==> config.mk <==
export PLATFORM = sky130hd
export DESIGN_NAME = fpdiv_share_arb
export DESIGN_NICKNAME = d
export VERILOG_FILES = /design/src/rtl/fpdiv_share_arb.sv
export SDC_FILE = /design/constraint.sdc
export NUM_CORES = 1
export LEC_CHECK = 0
export ABC_CLOCK_PERIOD_IN_PS = 2880
export CAP_MARGIN = 10
export CORE_AREA = 2 2 338 340
export DETAILED_ROUTE_END_ITERATION = 12
export DIE_AREA = 0 0 340 342
export GPL_TIMING_DRIVEN = 1
export PLACE_DENSITY = 0.43
export SYNTH_ARGS = -nofsm -noshare
export SYNTH_HDL_FRONTEND = slang
export SYNTH_SLANG_ARGS = --single-unit
==> constraint.sdc <==
create_clock -name clk -period 2.88 [get_ports clk]
set_clock_uncertainty 0.1 [all_clocks]
set_input_delay 0.432 -clock clk [delete_from_list [all_inputs] [get_ports clk]]
set_output_delay 0.432 -clock clk [all_outputs]
set_load 0.05 [all_outputs]
==> src/rtl/fpdiv_share_arb.sv <==
// Round-robin arbiter sharing one fpdiv_scalar_r64 among NUM_REQ requesters.
// Exactly one operation is in flight; its result and fflags are routed back to the owner.
module fpdiv_share_arb #(
  parameter int NUM_REQ   = 4,
  parameter int REQ_IDX_W = $clog2(NUM_REQ)
) (
  input  logic                   clk,
  input  logic                   rst,
  input  logic [NUM_REQ-1:0]     req_valid_i,
  output logic [NUM_REQ-1:0]     req_ready_o,
  input  logic [NUM_REQ*2-1:0]   req_fp_format_i,
  input  logic [NUM_REQ*64-1:0]  req_opa_i,
  input  logic [NUM_REQ*64-1:0]  req_opb_i,
  input  logic [NUM_REQ*3-1:0]   req_rm_i,
  input  logic [NUM_REQ-1:0]     kill_i,
  output logic [NUM_REQ-1:0]     resp_valid_o,
  input  logic [NUM_REQ-1:0]     resp_ready_i,
  output logic [63:0]            resp_res_o,
  output logic [4:0]             resp_fflags_o,
  output logic                   div_start_valid_o,
  input  logic                   div_start_ready_i,
  output logic                   div_flush_o,
  output logic [1:0]             div_fp_format_o,
  output logic [63:0]            div_opa_o,
  output logic [63:0]            div_opb_o,
  output logic [2:0]             div_rm_o,
  input  logic                   div_finish_valid_i,
  output logic                   div_finish_ready_o,
  input  logic [63:0]            div_res_i,
  input  logic [4:0]             div_fflags_i,
  output logic [31:0]            ops_done_o
);

  typedef enum logic [1:0] {IDLE, ISSUE, BUSY} state_t;

  state_t               state;
  logic [REQ_IDX_W-1:0] rr_ptr;
  logic [REQ_IDX_W-1:0] owner;
  logic [REQ_IDX_W-1:0] owner_next;
  logic [REQ_IDX_W-1:0] winner;
  logic                 any_valid;
  logic                 kill_owner;
  logic                 finish_hs;
  logic [1:0]           fmt_q;
  logic [63:0]          opa_q;
  logic [63:0]          opb_q;
  logic [2:0]           rm_q;
  logic [31:0]          ops_done;

  // Search upward from rr_ptr, wrapping, for the first valid requester.
  always_comb begin : pick_winner
    int j;
    // NOTE: every always_comb output gets a default first so no path can infer a latch.
    j         = 0;
    winner    = '0;
    any_valid = 1'b0;
    for (int i = 0; i < NUM_REQ; i++) begin
      j = int'(rr_ptr) + i;
      if (j >= NUM_REQ) j = j - NUM_REQ;
      if (!any_valid && req_valid_i[j]) begin
        any_valid = 1'b1;
        winner    = REQ_IDX_W'(j);
      end
    end
  end

  assign owner_next = (owner == REQ_IDX_W'(NUM_REQ - 1)) ? '0 : owner + REQ_IDX_W'(1);
  assign kill_owner = kill_i[owner];
  assign finish_hs  = div_finish_valid_i & resp_ready_i[owner];

  // Handshake signals only assert in the state that owns them; everything else is 0.
  always_comb begin
    req_ready_o        = '0;
    resp_valid_o       = '0;
    resp_res_o         = '0;
    resp_fflags_o      = '0;
    div_start_valid_o  = 1'b0;
    div_finish_ready_o = 1'b0;
    div_flush_o        = 1'b0;
    case (state)
      IDLE:  if (any_valid) req_ready_o[winner] = 1'b1;
      ISSUE: div_start_valid_o = ~kill_owner;
      BUSY: begin
        resp_valid_o[owner] = div_finish_valid_i & ~kill_owner;
        // A killed owner drains a finished result, or flushes one still in progress.
        div_finish_ready_o  = kill_owner | resp_ready_i[owner];
        div_flush_o         = kill_owner & ~div_finish_valid_i;
        resp_res_o          = div_res_i;
        resp_fflags_o       = div_fflags_i;
      end
      default: ;
    endcase
  end

  // NOTE: state is updated only with non-blocking assignments so all flops see pre-edge values.
  always_ff @(posedge clk) begin
    if (rst) begin
      // NOTE: operand registers are reset too, so the divider bus reads 0 while idle after reset.
      state    <= IDLE;
      rr_ptr   <= '0;
      owner    <= '0;
      fmt_q    <= '0;
      opa_q    <= '0;
      opb_q    <= '0;
      rm_q     <= '0;
      ops_done <= '0;
    end else begin
      case (state)
        IDLE: if (any_valid) begin
          owner <= winner;
          fmt_q <= req_fp_format_i[winner*2 +: 2];
          opa_q <= req_opa_i[winner*64 +: 64];
          opb_q <= req_opb_i[winner*64 +: 64];
          rm_q  <= req_rm_i[winner*3 +: 3];
          state <= ISSUE;
        end
        ISSUE: begin
          if (kill_owner) begin
            rr_ptr <= owner_next;
            state  <= IDLE;
          end else if (div_start_ready_i) begin
            state <= BUSY;
          end
        end
        BUSY: begin
          if (kill_owner) begin
            rr_ptr <= owner_next;
            state  <= IDLE;
          end else if (finish_hs) begin
            ops_done <= ops_done + 32'd1;
            rr_ptr   <= owner_next;
            state    <= IDLE;
          end
        end
        default: state <= IDLE;
      endcase
    end
  end

  assign div_fp_format_o = fmt_q;
  assign div_opa_o       = opa_q;
  assign div_opb_o       = opb_q;
  assign div_rm_o        = rm_q;
  assign ops_done_o      = ops_done;

endmodule

==> results, run 1 <==
- The number of primary I/O pins is 862.
- The placement-stage cell area is 22900 µm².
- The largest single stage delay on the critical path is 0.61 ns.
- The share of total power consumed by net switching is 40.1%.
- The library cell used as clock root buffer is sky130_fd_sc_hd__clkbuf_16.
- The clock latency at the later pin of the worst-skew pair is 0.51 ns.
- The maximum number of pins on one net before global-route repair is 69.
- Summed over its instances, the top area cell type makes up 31.1% of the synthesized netlist area.
- The leading cell type by number of instances after synthesis is sky130_fd_sc_hd__dfxtp_1.
- In this run the remaining antenna-violating nets after routing total 0.
- The top cell family by delay on the critical path is simple AND/OR/NAND/NOR gates.
- The relative contribution of sequential cells to total power is 27.6%.
- The largest total area in the synthesized netlist belongs to sky130_fd_sc_hd__dfxtp_1.
- In this run the mean area of a mapped cell was 8.29 µm².
- In this run the horizontal extent of the chip is 340 µm.
- The design draws 10400 µW.
- Walking the worst path, the cells encountered are clkdlybuf4s50_1, nor2_1, or4_4, nand2_8, nand2_1, nor2_4, buf_12.
- Per report_power, the combinational group accounts for 45.9% of the total.
- The number of warning messages in the yosys log is 0.
- The final count of negative-setup-slack endpoints is 0.
- The cell with the biggest individual delay on the critical path is sky130_fd_sc_hd__or4_4.
- The net total in the final layout is 2847.
- For this block, the routed nets add up to 83500 µm of wire.
- The number of antenna violations at the first check in global routing is 11.
- In the synthesized netlist the async set-or-reset flop fraction comes to 0%.
- Once the floorplan was initialized, standard cells occupied 9.74% of the core.
- The number of enable flip-flop cells after synthesis is 0.
- Counting instances in the post-synthesis netlist gives the leading cell types as 171 x sky130_fd_sc_hd__dfxtp_1, 136 x sky130_fd_sc_hd__mux2i_1, 97 x sky130_fd_sc_hd__nor2_1.
- The synthesized netlist net count is 1951.
- The site row count is 124.
- TritonCTS built the clock tree.
- The required time of the critical path is 2.35 ns.
- Ranked by total cell area, the synthesized netlist is headed by sky130_fd_sc_hd__dfxtp_1 31%, sky130_fd_sc_hd__mux2i_1 12%, sky130_fd_sc_hd__o32ai_1 4.7%, sky130_fd_sc_hd__a21o_1 4.6%, sky130_fd_sc_hd__o211ai_1 4.6%.
- The clock period minus worst slack is 2.78 ns.
- The number of hold-slack violations in the final timing report is 0.
- At the end of routability-driven placement, the weighted congestion stood at 0.838.
- The clock passes through at most 2 buffers.
- The global-route wire length before repair is 112000 µm.
- The launch point of the critical path is req_valid_i[3].
- The total area inside the core boundary comes to 113000 µm².
- The most instantiated flip-flop cell in the synthesis netlist is sky130_fd_sc_hd__dfxtp_1.
- The number of distinct library cells after synthesis is 55.
- The worst setup path is captured at an output port.
- The startpoint-to-endpoint class of the critical path is input pin to output port.
- The layout-stage area growth over the synthesis result is 114%.
- The count of maximum capacitance violations is 0.
- The gate count of the mapped netlist is 1329.
- The mapped netlist covers 11000 µm².
- Global routing consumed, over all layers together, 13.7% of the routing resources.
- The detailed router finished its first iteration with 675 violations.
- The flow ran to the end, and the final reports show no timing, DRC or antenna violations.
- The detailed-route vias per instance is 3.77.
- In this run the worst path has a maximum fanout of 7.
- The proportion of power drawn by the clock network is 26.5%.
- The HPWL reported at the end of detailed placement is 68200 µm.
- The full die area is 116000 µm².
- Static timing analysis puts the maximum clock frequency at 360 MHz.
- Clock-pin slew was measured on the worst setup and hold paths at 0.08 ns.
- Final hold analysis gives a worst-case slack of 0.227 ns.
- The H-tree was split into 4 levels.
- The post-route netlist has 13.2% of its cells at a drive strength greater than 1.
- The die span in y is 342 µm.
- The total overflow left after global routing is 0.
- The analysis attributes to net switching a power of 4190 µW.
- In this run the critical register-to-register path is launched from ops_done_o[14].
- The worst setup path is launched from an input pin.
- The fraction of the cycle the final worst path needs is 96.5%.
- The class of the most critical hold timing path is input pin to register.
- The layout has 12500 filler cells.
- The transition time of the tightest slew-check pin is 0.791 ns.
- Measured on the finished design, the core utilization comes to 20.9%.
- The number of iterations in the first detailed-routing pass is 5.
- The routed via count is 14100.
- The clock sink count is 171.
- Input and output buffers added on the ports amount to 861.
- Data arrives at the worst endpoint at 2.25 ns.
- The remaining max-slew budget at the tightest pin is 47.1%.
- For this design the ratio of total power to cell area is 442 nW/µm².
- The number of buffers and inverters on the critical path is 2.
- After detailed routing, the average wire length per cell comes to 22.2 µm.
- In this run the most critical hold path is launched from rst.
- The number of global-route vias before repair came to 14300.
- The internal power of the cells totals 6250 µW.
- The analysis attributes to cell leakage a power of 0.00900 µW.
- Sequential elements use 31.1% of the synthesized area.
- The worst-case IR drop observed on VDD is 483 µV.
- Setup repair after global routing left no endpoint under its margin.
- The finished cells cover 23600 µm².
- The count of final max-slew check failures came to 0.
- The remaining design rule violation count is 0.
- The number of synthesized register bits is 171.
- Clock tree synthesis inserted a total of 17 buffers.
- In this run, post-CTS hold repair placed 0 buffers.
[cells in the final DEF (no fill, tap or decap), types with 18 or more instances in the layout]
cell type                         count
sky130_fd_sc_hd__o32ai_1             59
sky130_fd_sc_hd__and3_1              67
sky130_fd_sc_hd__and2_1              74
sky130_fd_sc_hd__a211oi_1            58
sky130_fd_sc_hd__clkdlybuf4s50_1    779
sky130_fd_sc_hd__mux2i_1            136
sky130_fd_sc_hd__nand2_1             85
sky130_fd_sc_hd__nor2_1              95
sky130_fd_sc_hd__a21o_1              68
sky130_fd_sc_hd__o211ai_1            68
sky130_fd_sc_hd__dfxtp_1            168
sky130_fd_sc_hd__nand3_1             85
sky130_fd_sc_hd__a21oi_1             18
sky130_fd_sc_hd__o21ai_0             76
sky130_fd_sc_hd__buf_4              138
sky130_fd_sc_hd__buf_12              88
[kinds of logic after synthesis]
logic type,after synthesis,synth area share (%)
XOR/XNOR,19,1.51
AO/OA/AOI/OAI,372,24.6
flip-flops,171,31.1
AND/OR/NAND/NOR,480,22.7
adder cells (fa/ha/maj),5,0.568
multiplexers,140,13.2
buffers and inverters,142,6.31
[per-stage QoR]
step	worst slack, ns	instances	TNS [ns]
after floorplan	0.0746	1329	0
after global placement	-0.193	3715	-1.78
after detailed placement	-0.222	3715	-1.98
after CTS	-0.0125	3750	-0.0125
after global routing	0.00575	3752	0
final	0.102	3753	0
[layout make-up]
type,instances,area [µm²],area share [%]
diodes,3,7.51,0.0318
clock buffers,19,453,1.92
clock inverters,13,176,0.747
inverters,7,26.3,0.111
multi-input cells,1016,6980,29.6
flip-flops and latches,171,3430,14.5
well taps,1512,1890,8.01
repair buffers,1012,10700,45.1
[flip-flops by register name (all words and copies together) (netlist names)]
name / count
div_opb_o: 64
owner: 2
ops_done_o: 32
div_fp_format_o: 2
state: 2
div_opa_o: 64
div_rm_o: 3
rr_ptr: 2
[power groups by stage]
stage | logic (µW) | registers, µW | clock network (µW)
after global routing | 5050 | 2920 | 2970
after global placement | 4860 | 2940 | 0
after CTS | 4860 | 2880 | 2920
after floorplan | 1370 | 3880 | 0
after detailed placement | 4840 | 2930 | 0
final | 4800 | 2880 | 2760
[layer usage]
| metal | vias up | track usage (%) | routed length [µm] |
|---|---|---|---|
| li1 | 6727 | - | - |
| met1 | 6798 | 15.6 | 33400 |
| met2 | 549 | 24.9 | 43000 |
| met3 | 55 | 4.17 | 5500 |
| met4 | 12 | 3.41 | 1460 |
| met5 | - | 0 | 78 |
[timing repair]
| action | in CTS | in global routing |
|---|---|---|
| setup endpoints to repair | 55 | 8 |
| gates resized for setup | 9 | 5 |
| setup buffers | 3 | 0 |
[path summary, 6_finish.rpt]
kind | to | cells after the start | slack (ns)
max | req_ready_o[1] | 7 | 0.10
min | ops_done_o[15] | 2 | 0.23
max reg2reg | ops_done_o[27] | 5 | 0.47
min reg2reg | div_opb_o[27] | 2 | 0.38
Note: power is estimated with default switching activity, not from simulation.
==> inputs of run 2 (changes only) <==
- CAP_MARGIN: 10 -> 20
- CELL_PAD_IN_SITES_DETAIL_PLACEMENT: not set -> 0
- CELL_PAD_IN_SITES_GLOBAL_PLACEMENT: not set -> 1
- CORE_AREA: 2 2 338 340 -> 2 2 335 337
- DIE_AREA: 0 0 340 342 -> 0 0 337 339
- PLACE_DENSITY: 0.43 -> 0.53
==> run 2 against run 1 <==
Fmax grew 0.86%. Core utilization grew 0.35 points. Sequential cell count is the same. Clock power shrank 8.0%. Sequential power is essentially flat. First-iteration DRC count grew 9.5%. Design area shrank 0.79%. Routed wire length shrank 2.0%. Total power shrank 1.8%. Critical path type is now register to output port.
==> results, run 2 (same netlist as run 1, synthesis figures left out) <==
- The count of final max-slew check failures is 0 (unchanged).
- The number of antenna violations at the first check in global routing is 22 (+11).
- The class of the most critical hold timing path is input pin to register.
- In this run the critical register-to-register path is captured at div_opb_o[20].
- The clock period minus worst slack is 2.75 ns (-0.0238 ns).
- The fraction of final layout cells sized beyond drive strength 1 is 13.5% (+0.32 points).
- The final worst slack came to 0.126 ns (+0.0238 ns).
- The fraction of the cycle the final worst path needs is 95.6% (-0.83 points).
- The maximum VDD drop is 386 µV (-20%).
- The number of primary I/O pins was 862 (unchanged).
- The layout-stage area growth over the synthesis result is 113%.
- The area taken by flip-flops and latches was 3430 µm² (about the same).
- The top cell family by delay on the critical path is simple AND/OR/NAND/NOR gates.
- In this run the most used layer during global routing was met2.
- The number of global-route vias before repair was 14600 (+1.6%).
- The final non-filler cell area is 23400 µm² (-0.79%).
- The number of DRC markers after the initial detailed-route iteration is 739 (+9.5%).
- The met1 track utilization from global routing is 15.4% (-0.24 points).
- The setup slack of the most critical reg-to-reg path came to 0.42 ns (-0.05 ns).
- The worst min-delay path endpoint is ops_done_o[3].
- The transition time of the tightest slew-check pin came to 0.779 ns (-0.0118 ns).
- The worst setup slack after placement is -0.181 ns (+0.0409 ns).
- The core footprint is 110000 µm² (-2.4%).
- The highest fanout seen on the critical path is 6 (-1).
- The slowest stage of the critical path belongs to the cell sky130_fd_sc_hd__or4_4.
- The total of hold buffers inserted after clock tree synthesis was 0 (unchanged).
- The total negative slack for setup checks is 0 ns (unchanged).
- The number of hold-slack violations in the final timing report is 0 (unchanged).
- The startpoint-to-endpoint class of the critical path is register to output port.
- The total grt overflow is 0 (unchanged).
- The global-route usage over all layers came to 13.8% (+0.10 points).
- The delay of the slowest cell on the worst path is 0.55 ns (-0.06 ns).
- The static power due to leakage is 0.00898 µW (-0.20%).
- The number of buffer cells added on primary ports is 861 (unchanged).
- The site row count is 122 (-1.6%).
- The HPWL reported at the end of detailed placement came to 68300 µm (+0.20%).
- The overall routed net length was 81800 µm (-2.0%).
- The global routing usage on met2 is 24.2% (-0.62 points).
- The final count of negative-setup-slack endpoints is 0 (unchanged).
- The required time of the critical path came to 2.35 ns (about the same).
- The type of element launching the critical path is a register.
- The arrival time at the worst endpoint is 2.22 ns (-0.03 ns).
- The launch point of the critical path is rr_ptr[0].
- The filler cell count came to 12300 (-1.6%).
- The clock sink count was 171 (unchanged).
- The most common library cell in the layout ignoring fill and taps is sky130_fd_sc_hd__clkdlybuf4s50_1.
- The maximum number of pins on one net before global-route repair is 61 (-12%).
- The die span in y is 339 µm (-0.88%).
- The routed wirelength normalized by instance count is 21.9 µm (-1.6%).
- The start of the worst register-to-register path is rr_ptr[1].
- The routability-driven placement congestion ratio is 0.814 (-2.9%).
- The remaining design rule violation count was 0 (unchanged).
- The detailed-route vias per instance was 3.77 (about the same).
- The power per cell area is 438 nW/µm² (-1.0%).
- The critical path goes through and2b_4, or4_4, nand2_4, nand2_1, nor2_2, buf_12.
- The nature of the critical path endpoint is an output port.
- The met3 demand-to-capacity share in global routing was 4.51% (+0.35 points).
- The net total in the final layout is 2854 (+0.25%).
- The maximum operating frequency is 363 MHz (+0.86%).
- The placement-stage cell area was 22800 µm² (-0.56%).
- The width of the die came to 337 µm (-0.88%).
- The launch point of the worst hold path is rst.
- In the layout the commonest cells are 780 x sky130_fd_sc_hd__clkdlybuf4s50_1, 169 x sky130_fd_sc_hd__dfxtp_1, 162 x sky130_fd_sc_hd__buf_4.
- The number of iterations in the first detailed-routing pass is 5 (unchanged).
- The TritonCTS clock tree is done.
- The clock latency at the later pin of the worst-skew pair is 0.52 ns (about the same).
- The number of levels the H-tree was split into is 4 (unchanged).
- The post-route antenna net violation count is 0 (unchanged).
- The number of buffers inserted during clock tree synthesis is 17 (unchanged).
- Setup repair after global routing left no endpoint under its margin.
- The combined area of the multi-input logic cells is 6970 µm² (-0.20%).
- The starting density of the core was 9.98% (+0.24 points).
- CTS placed an instance of sky130_fd_sc_hd__clkbuf_16 at the clock tree root.
- The run finished with clean final reports.
- The number of cell instances on the worst register-to-register path is 9 (+4).
- The number of cells on the worst hold path was 2 (unchanged).
- The global-route wire length before repair is 111000 µm (-1.1%).
- The remaining max-slew budget at the tightest pin came to 47.9% (+0.79 points).
- The clock transition at the registers of the reported paths is 0.10 ns (+0.02 ns).
- The full die area was 114000 µm² (-1.8%).
- The count of maximum capacitance violations came to 0 (unchanged).
- The buffer levels on the longest clock path is 2 (unchanged).
- The count of buffer and inverter cells on the critical path was 1 (-1).
- The routed via count was 14100 (-0.30%).
-- run 2: what timing repair did --
action                                  4_1_cts  5_1_grt
endpoints found under the setup margin       43        9
hold endpoints to repair                      0        0
gates resized for setup                       3        2
buffers inserted                              2        0
-- run 2: layout make-up --
cell class / instances / share of cell area (%)
Timing Repair Buffer: 1019 / 45.0
Clock buffer: 17 / 1.82
Antenna cell: 7 / 0.0748
Tap cell: 1488 / 7.95
Inverter: 7 / 0.112
Sequential cell: 171 / 14.6
Clock inverter: 15 / 0.721
Multi-Input combinational cell: 1016 / 29.7
-- run 2: power breakdown --
| part | switching (µW) | leakage (µW) | total [µW] | internal [µW] |
|---|---|---|---|---|
| combinational | 2640 | 0.00729 | 4840 | 2210 |
| clock | 1380 | 0.000284 | 2540 | 1170 |
| sequential | 202 | 0.00141 | 2870 | 2670 |
| total | 4210 | 0.00898 | 10300 | 6040 |
-- run 2: worst reg2reg max path: cells and delay by family, from the launching register on --
kind	cells	cell delay [ns]
compound gates	3	0.58
flops	1	0.47
simple gates	1	0.07
mux	1	0.37
buf+inv	4	0.75
-- run 2: how the worst max path moves through the flow --
stage | slack [ns] | depth (start not counted) | end
final | 0.13 | 6 | req_ready_o[1]
after CTS | 0.02 | 4 | resp_res_o[4]
after global routing | 0.03 | 8 | req_ready_o[0]
after detailed placement | -0.18 | 11 | div_opb_o[20]
after floorplan | 0.07 | 2 | div_start_valid_o
after global placement | -0.24 | 11 | div_opb_o[20]
-- run 2: metrics by stage --
| stage | power, µW | std cells | util, % | hold slack (ns) |
|---|---|---|---|---|
| CTS | 10500 | 3733 | 21.2 | 0.123 |
| floorplan | 5250 | 1329 | - | 0.375 |
| finish | 10300 | 3740 | 21.2 | 0.181 |
| global placement | 7810 | 3699 | 20.7 | 0.362 |
| detailed placement | 7790 | 3699 | 20.7 | 0.368 |
| global route | 10800 | 3737 | 21.2 | 0.154 |
-- run 2: metal layers --
metal  vias to the layer above  part of all wire, %
met5                         -                 0.14
met4                        18                  3.0
met3                        87                  8.1
met1                      6682                   39
li1                       6747                    -
met2                       564                   50
==> inputs of run 3 (changes only) <==
- RECOVER_POWER: not set -> 100
==> run 3 against run 2 <==
Cell count hardly changed. Sequential share of layout area is 0.15 points higher. Core utilization is 0.22 points lower. Fmax is 0.78% lower. Die area stayed put. Count of clock-buffer cells in the layout stayed put. Combinational power is 4% lower. Register-to-register slack worse by 0.22 ns. Global-route usage stayed put. First-iteration DRC count is 8.8% lower.
==> results, run 3 (same netlist as run 1, synthesis figures left out) <==
- The flow ran to the end, and the final reports show no timing, DRC or antenna violations.
- The library cell used most frequently in the layout, excluding fill and tap cells, is sky130_fd_sc_hd__clkdlybuf4s50_1.
- The final worst slack came to 0.104 ns (-0.0218 ns).
- The number of antenna violations at the first check in global routing is 22 (unchanged).
- The clock transition at the registers of the reported paths is 0.09 ns (about the same).
- The internal power is 5890 µW (-2.5%).
- Setup repair after global routing left no endpoint under its margin.
- The site row count is 122 (unchanged).
- The number of buffer cells added on primary ports is 861 (unchanged).
- Traced cell by cell, the critical path runs through clkdlybuf4s50_1, clkbuf_4, o21ai_0, clkbuf_1, a211oi_2, buf_12, nor2_1, buf_12, buf_12, mux2i_1, o32ai_1.
- The nature of the critical path endpoint is a register.
- The clock sink count is 171 (unchanged).
- The starting density of the core came to 9.98% (unchanged).
- The relative contribution of sequential cells to total power is 28.3% (+0.3 points).
- The core footprint came to 110000 µm² (unchanged).
- The clock period minus worst slack was 2.78 ns (+0.0218 ns).
- The global-route usage over all layers is 13.8% (unchanged).
- The final count of negative-setup-slack endpoints was 0 (unchanged).
- The width of the die is 337 µm (unchanged).
- The routed via count is 14100 (-0.21%).
- The layout-stage area growth over the synthesis result is 110%.
- The die span in y is 339 µm (unchanged).
- The highest fanout seen on the critical path is 20 (+14).
- The cell with the biggest individual delay on the critical path is sky130_fd_sc_hd__clkdlybuf4s50_1.
- The transition time of the tightest slew-check pin is 0.899 ns (+0.120 ns).
- The static power due to leakage came to 0.00927 µW (+3.2%).
- The maximum operating frequency came to 360 MHz (-0.78%).
- The number of global-route vias before repair is 14600 (unchanged).
- The overall routed net length is 81700 µm (about the same).
- The full die area was 114000 µm² (unchanged).
- The fraction of the cycle the final worst path needs is 96.4% (+0.76 points).
- The power per cell area is 435 nW/µm² (-0.67%).
- The worst setup slack after placement was -0.181 ns (unchanged).
- The maximum number of pins on one net before global-route repair is 61 (unchanged).
- The remaining design rule violation count is 0 (unchanged).
- The arrival time at the worst endpoint is 3.04 ns (+0.82 ns).
- The library cell appearing most often on the critical path is sky130_fd_sc_hd__buf_12.
- The detailed-route vias per instance came to 3.76 (-0.23%).
- The placement-stage cell area is 22800 µm² (unchanged).
- The combinational power share is 46.4% (-0.8 points).
- The share of total power consumed by net switching came to 41.6% (+0.51 points).
- The maximum VDD drop came to 387 µV (about the same).
- The filler cell count is 12300 (+0.41%).
- The combined area of the multi-input logic cells came to 6940 µm² (-0.43%).
- The fraction of final layout cells sized beyond drive strength 1 is 12.7% (-0.80 points).
- The delay of the slowest cell on the worst path is 0.47 ns (-0.08 ns).
- The number of iterations in the first detailed-routing pass is 4 (-1).
- The remaining max-slew budget at the tightest pin was 40.1% (-7.8 points).
- The required time of the critical path was 3.15 ns (+0.80 ns).
- The routability-driven placement congestion ratio was 0.814 (unchanged).
- The count of final max-slew check failures is 0 (unchanged).
- The HPWL reported at the end of detailed placement is 68300 µm (unchanged).
- The proportion of power drawn by the clock network is 25.3% (+0.5 points).
- The root buffer cell chosen for the clock tree is sky130_fd_sc_hd__clkbuf_16.
- The final non-filler cell area is 23200 µm² (-1.0%).
- The total of hold buffers inserted after clock tree synthesis is 0 (unchanged).
- The buffer levels on the longest clock path is 2 (unchanged).
- In the layout the commonest cells are 614 x sky130_fd_sc_hd__clkdlybuf4s50_1, 169 x sky130_fd_sc_hd__dfxtp_1, 166 x sky130_fd_sc_hd__dlygate4sd3_1.
- By startpoint and endpoint, the worst setup path is classified as input pin to register.
- The count of maximum capacitance violations is 0 (unchanged).
- The net switching power is 4190 µW (-0.49%).
- The number of hold-slack violations in the final timing report is 0 (unchanged).
- The clock latency at the later pin of the worst-skew pair is 0.52 ns (about the same).
- The TritonCTS clock tree is done.
- The total grt overflow is 0 (unchanged).
- The number of primary I/O pins is 862 (unchanged).
- The post-route antenna net violation count is 0 (unchanged).
- The net total in the final layout is 2854 (unchanged).
- The number of buffers inserted during clock tree synthesis is 17 (unchanged).
- In this run the worst hold path is classified as input pin to register.
- The number of levels the H-tree was split into is 4 (unchanged).
- The global-route wire length before repair was 111000 µm (unchanged).
- The worst setup path is launched from an input pin.
- The number of DRC markers after the initial detailed-route iteration is 674 (-8.8%).
- The area taken by flip-flops and latches came to 3430 µm² (unchanged).
- The routed wirelength normalized by instance count came to 21.9 µm (about the same).
-- run 3: cell types whose count changed in the layout (fill, tap and decap cells not counted), sizes merged --
cell	before	now
buf	238	196
clkbuf	17	59
clkdlybuf4s50	780	614
diode	7	8
dlygate4sd3	0	166
-- run 3: area by class of cell --
cell class                      instances  share of cell area, %
Clock inverter                         15                  0.729
Tap cell                             1488                   8.03
Multi-Input combinational cell       1016                   29.9
Sequential cell                       171                   14.8
Clock buffer                           17                   1.83
Antenna cell                            8                 0.0863
Inverter                                7                  0.113
Timing Repair Buffer                 1019                   44.5
-- run 3: what timing repair did --
| action | in CTS | in global routing |
|---|---|---|
| buffers inserted | 2 | 0 |
| endpoints found under the setup margin | 43 | 9 |
| resized for setup | 3 | 2 |
-- run 3: final timing paths --
check,startpoint,to,slack (ns),cells past startpoint
min,rst,ops_done_o[0],0.18,2
min reg2reg,div_opa_o[35],div_opa_o[35],0.38,2
max reg2reg,rr_ptr[1],div_opb_o[8],0.20,10
max,req_valid_i[1],div_opa_o[10],0.10,11
-- run 3: worst max-delay path: cells and delay by family --
family	cells	cell delay, ns
AOI/OAI and AO/OA	3	0.41
muxes	1	0.36
and+or+nand+nor	1	0.30
buffers and inverters	6	1.50
-- run 3: power groups by stage --
stage	sequential [µW]	clock [µW]	combinational [µW]
floorplan	3880	0	1370
global placement	2920	0	4890
detailed placement	2920	0	4870
CTS	2870	2730	4890
global route	2890	2770	4930
finish	2860	2550	4670
-- run 3: stage by stage --
stage                     utilization, %  total power [µW]  hold WS [ns]  TNS (ns)  std cells
final                               21.0             10100         0.180         0       3741
after floorplan                        -              5250         0.375         0       1329
after global placement              20.7              7810         0.362     -7.46       3699
after global routing                21.0             10600         0.154         0       3737
after CTS                           21.2             10500         0.123         0       3733
after detailed placement            20.7              7790         0.368     -5.04       3699
-- run 3: layer usage --
layer  vias to the layer above  track usage, %  part of all wire (%)
met2                       557            24.2                    50
met4                        18            5.33                   3.0
met5                         -               0                  0.14
li1                       6755               -                     -
met3                        90            4.51                   8.0
met1                      6649            15.4                    39
